File: src/rtl/mem_access_ctrl.sv
// rtl/mem_access_ctrl.sv - single-request sequencer in front of a synchronous single-port RAM
module mem_access_ctrl #(
    parameter int ADDR_W   = 8,
    parameter int DATA_W   = 8,
    parameter int READ_LAT = 1,
    parameter int CNT_W    = 16
) (
    input  logic              clock,
    input  logic              reset,
    input  logic              req_valid,
    output logic              req_ready,
    input  logic [1:0]        req_op,
    input  logic [ADDR_W-1:0] req_addr,
    input  logic [DATA_W-1:0] req_wdata,
    output logic              rsp_valid,
    input  logic              rsp_ready,
    output logic [DATA_W-1:0] rsp_rdata,
    output logic              rsp_err,
    output logic [ADDR_W-1:0] ram_address,
    output logic [DATA_W-1:0] ram_data,
    output logic              ram_wren,
    input  logic [DATA_W-1:0] ram_q,
    output logic [CNT_W-1:0]  op_count
);

    localparam logic [1:0] OP_READ  = 2'b00;
    localparam logic [1:0] OP_WRITE = 2'b01;
    localparam logic [1:0] OP_INCR  = 2'b10;
    localparam logic [1:0] OP_RSVD  = 2'b11;

    typedef enum logic [2:0] {IDLE, ISSUE, RWAIT, WB, RESP} state_t;

    state_t              state, next_state;
    logic [1:0]          op_r;
    logic [DATA_W-1:0]   wdata_r;
    logic [2:0]          wait_cnt;

    assign req_ready = (state == IDLE);

    always_ff @(posedge clock) begin
        if (reset) state <= IDLE;
        else       state <= next_state;
    end

    always_comb begin
        next_state = state;
        case (state)
            IDLE:    if (req_valid) next_state = (req_op == OP_RSVD) ? RESP : ISSUE;
            ISSUE:   next_state = (op_r == OP_WRITE) ? RESP : RWAIT;
            RWAIT:   if (wait_cnt == '0) next_state = (op_r == OP_INCR) ? WB : RESP;
            WB:      next_state = RESP;
            RESP:    if (rsp_ready) next_state = IDLE;
            default: next_state = IDLE;
        endcase
    end

    always_ff @(posedge clock) begin
        if (reset) begin
            op_r        <= OP_READ;
            wdata_r     <= '0;
            wait_cnt    <= '0;
            ram_address <= '0;
            ram_data    <= '0;
            ram_wren    <= 1'b0;
            rsp_valid   <= 1'b0;
            rsp_rdata   <= '0;
            rsp_err     <= 1'b0;
            op_count    <= '0;
        end else begin
            case (state)
                IDLE: begin
                    if (req_valid) begin
                        op_r    <= req_op;
                        wdata_r <= req_wdata;
                        if (req_op == OP_RSVD) begin
                            rsp_rdata <= '0;
                            rsp_err   <= 1'b1;
                            rsp_valid <= 1'b1;
                        end else begin
                            ram_address <= req_addr;
                            ram_wren    <= (req_op == OP_WRITE);
                            if (req_op == OP_WRITE) ram_data <= req_wdata;
                        end
                    end
                end
                ISSUE: begin
                    if (op_r == OP_WRITE) begin
                        ram_wren  <= 1'b0;
                        rsp_rdata <= wdata_r;
                        rsp_err   <= 1'b0;
                        rsp_valid <= 1'b1;
                    end else begin
                        wait_cnt <= 3'(READ_LAT - 1);
                    end
                end
                RWAIT: begin
                    if (wait_cnt != '0) begin
                        wait_cnt <= wait_cnt - 3'd1;
                    end else if (op_r == OP_INCR) begin
                        // ram_data doubles as the holding register for the incremented value
                        ram_data <= ram_q + DATA_W'(1);
                        ram_wren <= 1'b1;
                    end else begin
                        rsp_rdata <= ram_q;
                        rsp_valid <= 1'b1;
                    end
                end
                WB: begin
                    ram_wren  <= 1'b0;
                    rsp_rdata <= ram_data;
                    rsp_valid <= 1'b1;
                end
                RESP: begin
                    if (rsp_ready) begin
                        rsp_valid <= 1'b0;
                        rsp_err   <= 1'b0;
                        op_count  <= op_count + CNT_W'(1);
                    end
                end
                default: ;
            endcase
        end
    end

endmodule

File: config.mk
export PLATFORM = sky130hd
export DESIGN_NAME = mem_access_ctrl
export DESIGN_NICKNAME = d
export VERILOG_FILES = /design/src/rtl/mem_access_ctrl.sv
export SDC_FILE = /design/constraint.sdc
export NUM_CORES = 1
export LEC_CHECK = 0
export ABC_CLOCK_PERIOD_IN_PS = 1900
export BUFFER_PORTS_ARGS = -buffer_cell sky130_fd_sc_hd__buf_2
export CAP_MARGIN = 10
export CORE_ASPECT_RATIO = 0.7
export CORE_MARGIN = 2
export CORE_UTILIZATION = 35
export CTS_BUF_LIST = sky130_fd_sc_hd__clkbuf_16
export CTS_CLUSTER_DIAMETER = 150
export DETAILED_ROUTE_END_ITERATION = 12
export PLACE_DENSITY = 0.54
export SYNTH_ARGS = -nofsm -noshare
export SYNTH_HDL_FRONTEND = slang
export SYNTH_SLANG_ARGS = --single-unit
File: constraint.sdc
create_clock -name clock -period 1.9 [get_ports clock]
set_input_delay 0.475 -clock clock [delete_from_list [all_inputs] [get_ports clock]]
set_output_delay 0.475 -clock clock [all_outputs]
set_load 0.01 [all_outputs]
==> impl_metrics.toml, run 1 <==
[sta]
max_slew_margin_pct = 66.2
timing.final.crit_period_ns = 1.80
setup_viol = 0
max_freq_mhz = 557
rsz0062_at_grt = "no"
tightest_slew_ns = 0.505
hold_viol = 0
fin_setup_tns_ns = 0
period_share_pct = 94.5
fin_hold_ws_ns = 0.411
skew_ns = 0.00848
report.final.slew_viol_count = 0
worst_slack_ns = 0.105

[critical_path]
critPathLaunch = "state[0]$_SDFFE_PP0P_"
crit_fanout = 9
cp_num_buf_inv = 3
crit_family = "buffers and inverters"
cp.depth = 4
timing.rr.end = "rsp_rdata[6]$_SDFFE_PP0P_"
required_ns = 1.42
crit_path_top_delay_cell = "dfxtp_2"
cp.arrival_ns = 1.32
reg2reg_depth = 6
endpoint = "req_ready"
rr_startpoint = "state[1]$_SDFFE_PP0P_"
crit_chain = "buf_4 -> nor3_2 -> buf_4 -> buf_2"
worstSetupStartpointType = "flip-flop"
cp-end-kind = "output pin"
crit_top_cell = "buf_4"
path_class = "flip-flop to output pin"
cp_slowest_stage_delay_ns = 0.36
r2r_setup_slack_ns = 0.21

[power_and_ir_drop]
leakagePower_uw = 0.00166
p_int_uw = 2840
clkPwrFrac_pct = 47.6
swShare_pct = 25.5
p_sw_uw = 973
peakVddDrop_v = 0.000451
p_total_uw = 3820
p_seq_share_pct = 35.5
combPwrFrac_pct = 17.0
pwr_density_cell_nw_per_um2 = 982

[cts]
cts_num_sinks = 59
numCtsBuffers = 9
root_buffer = "clkbuf_16"
h-tree-depth = 3
clkLatencyLatePin_ns = 0.32
clk_pin_slew_ns = 0.05
tritoncts = "done"
cts_buffer_depth = 2

[cells_and_area]
final_nets = 473
area_delta_synth_final_pct = 30.8
fill_cells = 825
drive_above_1_share_pct = 29.1
num_antenna_cells = 0
design_area_um2 = 3890

[floorplanning]
die_h_um = 81.1
die-area_um2 = 9260
io_pins = 74
initial_core_util_pct = 35.7
core_um2 = 8340
die_w_um = 114
rows = 28

[global_routing]
track_usage_pct = 17.9
grt_max_degree = 27
antenna_found_initial = 0
grt_pass1_wl_mm = 13.0
grt_pass1_vias = 2575
globalRouteOverflowTotal = 0

[worst_hold_path]
hold_class = "primary input to flip-flop"
hold_start = "req_wdata[1]"
worstHoldPathCells = 3

[detailed_routing]
vias = 2833
drt-pass1-iter-count = 4
viasPerCell = 5.16
drt_wl_total_mm = 8.19
wl_per_cell_um = 14.9
drtIter0Drc = 201
drc = 0
ant_nets = 0

[synth]
seq_area_frac_synth_pct = 39.7
synth_warnings = 0
synth.area.top_cells = "dfxtp_1 (40%), nand2_1 (6.6%), a21oi_1 (6.1%), mux2i_1 (4.4%), nand3_1 (3.4%)"
synth-seq-cells = 59
yosysMostFrequentCell = "dfxtp_1"
synth_largest_area_cell = "dfxtp_1"
synth_top_area_share_pct = 39.7
ys_types = 48
syn_nets = 386
avgSynthCellArea_um2 = 8.45
async_reset_ff_share_pct = 0
synth_edf_count = 0
synth_common_cells = "dfxtp_1 (59), nand2_1 (52), a21oi_1 (36), nand3_1 (20), nor2_1 (18)"
ys.flop_type = "dfxtp_1"
syn-cell-area_um2 = 2970
synth_cells = 352

[placement]
dpl-instance-area_um2 = 3530
hpwlAfterDp_mm = 6.04
gp_congestion = 0.887
dp_slack_ns = 0.153
port_buffers = 73

[run_status]
run_status = "finished clean"

[job]
maxCapViolCount = 0
-- through the flow --
stage / std cells / util, %
after floorplan: 352 / -
after global placement: 531 / 42.4
after detailed placement: 531 / 42.4
after CTS: 547 / 46.4
after global routing: 549 / 46.6
final: 549 / 46.6
-- logic make-up after synthesis --
kind of cell | count (synthesis) | synth area share [%]
AOI/OAI and AO/OA | 78 | 16.9
and+or+nand+nor | 149 | 26.4
adders and majority gates | 4 | 1.68
xor gates and xnor gates | 13 | 3.83
DFF | 59 | 39.7
buffers and inverters | 29 | 4.46
muxes | 20 | 7.03
-- cell usage in the layout, fill, tap and decap left out, types with 4 or more instances in the layout --
| cell type | netlist | final |
|---|---|---|
| a22o_1 | 7 | 7 |
| xor2_1 | 10 | 10 |
| ha_1 | 4 | 4 |
| nand2_1 | 52 | 52 |
| nor2_1 | 18 | 18 |
| o31ai_1 | 5 | 5 |
| clkbuf_16 | 0 | 9 |
| mux2_2 | 7 | 7 |
| nand3_1 | 20 | 20 |
| a21oi_1 | 36 | 36 |
| or4_1 | 7 | 7 |
| nand2b_1 | 12 | 12 |
| nand4_1 | 5 | 5 |
| nor2b_1 | 5 | 5 |
| nor3_1 | 6 | 5 |
| buf_2 | 7 | 73 |
| and3_1 | 4 | 4 |
| mux2i_1 | 13 | 13 |
| o21ai_0 | 10 | 10 |
| inv_1 | 8 | 9 |
| buf_4 | 2 | 24 |
| dfxtp_1 | 59 | 58 |
-- power groups by stage --
stage,Combinational (uW),Clock (uW),Sequential [uW]
floorplan,390,0,1380
global placement,638,0,1380
detailed placement,638,0,1380
CTS,644,1840,1350
global route,713,1900,1360
finish,648,1810,1350
-- state kept, by name, summed over array words and instances (netlist names) --
register and cells:
ram_data 8, rsp_err 1, ram_address 8, rsp_rdata 8
wdata_r 8, op_r 2, rsp_valid 1, wait_cnt 3
op_count 16, ram_wren 1, state 3
-- worst reg2reg max path, cell delays in order (launching register included) --
cell and delay (ns):
dfxtp_1 0.51, buf_4 0.25, nand3b_1 0.11, a31oi_1 0.26
nand3_1 0.12, buf_4 0.20, mux2i_1 0.13
-- per-layer routing --
| layer | vias up | track usage, % | routed length [um] |
|---|---|---|---|
| li1 | 1438 | - | - |
| met5 | - | 0 | 0 |
| met2 | 63 | 26.4 | 3380 |
| met4 | 0 | 4.02 | 33 |
| met1 | 1330 | 25.7 | 4330 |
| met3 | 2 | 5.30 | 441 |
-- final cells by class --
| cell class | count | area (um^2) | area share (%) |
|---|---|---|---|
| multi-input cells | 264 | 1670 | 42.8 |
| flip-flops and latches | 59 | 1180 | 30.4 |
| repair buffers | 97 | 546 | 14.0 |
| clock buffers | 9 | 225 | 5.79 |
| well taps | 105 | 131 | 3.38 |
| clock inverters | 7 | 108 | 2.77 |
| inverters | 8 | 30.0 | 0.772 |
-- worst min path at each step --
stage,slack [ns],to
4_1_cts,0.40,ram_address[0]$_SDFFE_PP0P_
6_report,0.41,wdata_r[1]$_SDFFE_PP0P_
3_3_place_gp,0.44,ram_address[7]$_SDFFE_PP0P_
5_1_grt,0.41,wdata_r[3]$_SDFFE_PP0P_
2_1_floorplan,0.44,wdata_r[5]$_SDFFE_PP0P_
3_5_place_dp,0.44,ram_address[4]$_SDFFE_PP0P_
-- timing repair --
| action | 4_1_cts | 5_1_grt |
|---|---|---|
| endpoints found under the setup margin | 1 | 4 |
| gates cloned | 0 | 0 |
| setup buffers | 0 | 2 |
| resized for setup | 1 | 2 |
| hold buffers | 0 | 0 |
| pin swaps | 0 | 1 |
| hold endpoints to repair | 0 | 0 |
Power figures use the tool's default switching activity.
==> inputs of run 2 (changes only) <==
--- a/config.mk
+++ b/config.mk
@@ -7,11 +7,10 @@
 export LEC_CHECK = 0
 export ABC_CLOCK_PERIOD_IN_PS = 1900
 export BUFFER_PORTS_ARGS = -buffer_cell sky130_fd_sc_hd__buf_2
-export CAP_MARGIN = 10
+export CAP_MARGIN = 20
 export CORE_ASPECT_RATIO = 0.7
 export CORE_MARGIN = 2
 export CORE_UTILIZATION = 35
-export CTS_BUF_LIST = sky130_fd_sc_hd__clkbuf_16
 export CTS_CLUSTER_DIAMETER = 150
 export DETAILED_ROUTE_END_ITERATION = 12
 export PLACE_DENSITY = 0.54
==> constraint.sdc (replaced) <==
create_clock -name clock -period 1.9 [get_ports clock]
set_input_delay 0.475 -clock clock [delete_from_list [all_inputs] [get_ports clock]]
set_output_delay 0.475 -clock clock [all_outputs]
set_load 0.02 [all_outputs]
==> impl_metrics.toml, run 2 (synthesized netlist as in run 1, its figures left out) <==
[detailed_routing]
drt_wl_total_mm = 8.11
vias = 2832
drt-pass1-iter-count = 4
drc = 0
drtIter0Drc = 175
ant_nets = 0
wl_per_cell_um = 14.8
viasPerCell = 5.16

[critical_path]
path_class = "flip-flop to output pin"
timing.rr.end = "ram_data[7]$_SDFFE_PP0P_"
worstSetupStartpointType = "flip-flop"
crit_fanout = 9
required_ns = 1.42
r2r_setup_slack_ns = 0.21
cp-end-kind = "output pin"
reg2reg_depth = 6
rr_startpoint = "wait_cnt[0]$_SDFFE_PP0P_"
cp.arrival_ns = 1.24

[global_routing]
grt_pass1_vias = 2532
track_usage_pct = 17.7
globalRouteOverflowTotal = 0
grt_pass1_wl_mm = 12.9
grt_max_degree = 27
antenna_found_initial = 0

[cells_and_area]
top_register = "op_count"
drive_above_1_share_pct = 28.8
num_antenna_cells = 0
area_delta_synth_final_pct = 29.3
regArea_um2 = 1180
mostFrequentLayoutCells = "buf_2 (73), dfxtp_1 (59), nand2_1 (52)"
largest_register_ffs = 16
multiInputGateArea_um2 = 1660
final_nets = 473
fill_cells = 868
mostFrequentLayoutCell = "buf_2"
post-route-util_pct = 46.1

[cts]
clk_pin_slew_ns = 0.05
clkLatencyLatePin_ns = 0.32
h-tree-depth = 3
root_buffer = "clkbuf_16"
cts_num_sinks = 59
cts_buffer_depth = 2
numCtsBuffers = 9
tritoncts = "done"

[sta]
max_slew_margin_pct = 67.9
rsz0062_at_grt = "no"
period_share_pct = 90.4
report.final.slew_viol_count = 0
fin_hold_ws_ns = 0.405
skew_ns = 0.00567
max_freq_mhz = 582
timing.final.crit_period_ns = 1.72
fin_setup_tns_ns = 0
tightest_slew_ns = 0.480
setup_viol = 0
hold_viol = 0
worst_slack_ns = 0.182

[placement]
hpwlAfterDp_mm = 6.04
gp_congestion = 0.880
dp_slack_ns = 0.198
port_buffers = 73

[floorplanning]
die_w_um = 114
rows = 28
io_pins = 74
die_h_um = 81.1
die-area_um2 = 9260
core_um2 = 8340
initial_core_util_pct = 35.7

[power_and_ir_drop]
peakVddDrop_v = 0.000395
pwr_density_cell_nw_per_um2 = 936
leakagePower_uw = 0.00164
p_total_uw = 3600

[worst_hold_path]
min_to = "ram_address[0]$_SDFFE_PP0P_"
hold_start = "req_addr[0]"
hold_class = "primary input to flip-flop"
worstHoldPathCells = 3

[job]
maxCapViolCount = 0

[run_status]
run_status = "finished clean"
==> run 2: cell count changes in the layout (fill, tap and decap cells not counted), sizes merged <==
cell and delta:
clkinvlp +1, clkbuf +2, inv -1, bufinv -2
==> run 2: worst max-delay path by stage <==
stage | start | to | depth (start not counted)
4_1_cts | state[1]$_SDFFE_PP0P_ | req_ready | 3
6_report | state[1]$_SDFFE_PP0P_ | req_ready | 3
5_1_grt | state[1]$_SDFFE_PP0P_ | rsp_rdata[3]$_SDFFE_PP0P_ | 6
3_3_place_gp | op_count[5]$_SDFFE_PP0P_ | op_count[13]$_SDFFE_PP0P_ | 4
3_5_place_dp | op_count[5]$_SDFFE_PP0P_ | op_count[11]$_SDFFE_PP0P_ | 4
2_1_floorplan | state[2]$_SDFFE_PP0P_ | rsp_rdata[0]$_SDFFE_PP0P_ | 6
==> run 2: where the power goes <==
part	total, uW	leakage (uW)	internal, uW	switching [uW]
Combinational	668	0.00101	271	396
Clock	1570	0.000145	1040	531
Sequential	1360	0.000479	1310	52.6
Total	3600	0.00164	2620	980
==> run 2: layout make-up <==
class / count / area share, %
Clock buffer: 11 / 6.32
Clock inverter: 5 / 1.37
Inverter: 8 / 0.781
Multi-Input combinational cell: 264 / 43.2
Sequential cell: 59 / 30.7
Tap cell: 105 / 3.42
Timing Repair Buffer: 97 / 14.2
==> run 2: stage by stage <==
step           instances  instance area, um^2
2_1_floorplan        352                 2970
3_3_place_gp         531                 3530
3_5_place_dp         531                 3530
4_1_cts              547                 3830
5_1_grt              549                 3840
6_report             549                 3840
==> run 2: layer usage <==
metal  share of wire, %  vias up  GRT usage, %
met1                 50     1313          26.3
met5                  0        -             0
li1                   -     1439             -
met2                 42       72          24.6
met4               0.78        0          4.76
met3                7.7        8          5.37
==> run 2: worst max-delay path, cell delays in order (launching register included) <==
cell     delay (ns)
dfxtp_1        0.38
nor3_1         0.22
buf_4          0.16
buf_2          0.16
==> run 2: what timing repair did <==
item | CTS | global route
endpoints found under the setup margin | 0 | 4
hold buffers | 0 | 0
setup buffers | 0 | 2
resized for setup | 0 | 1
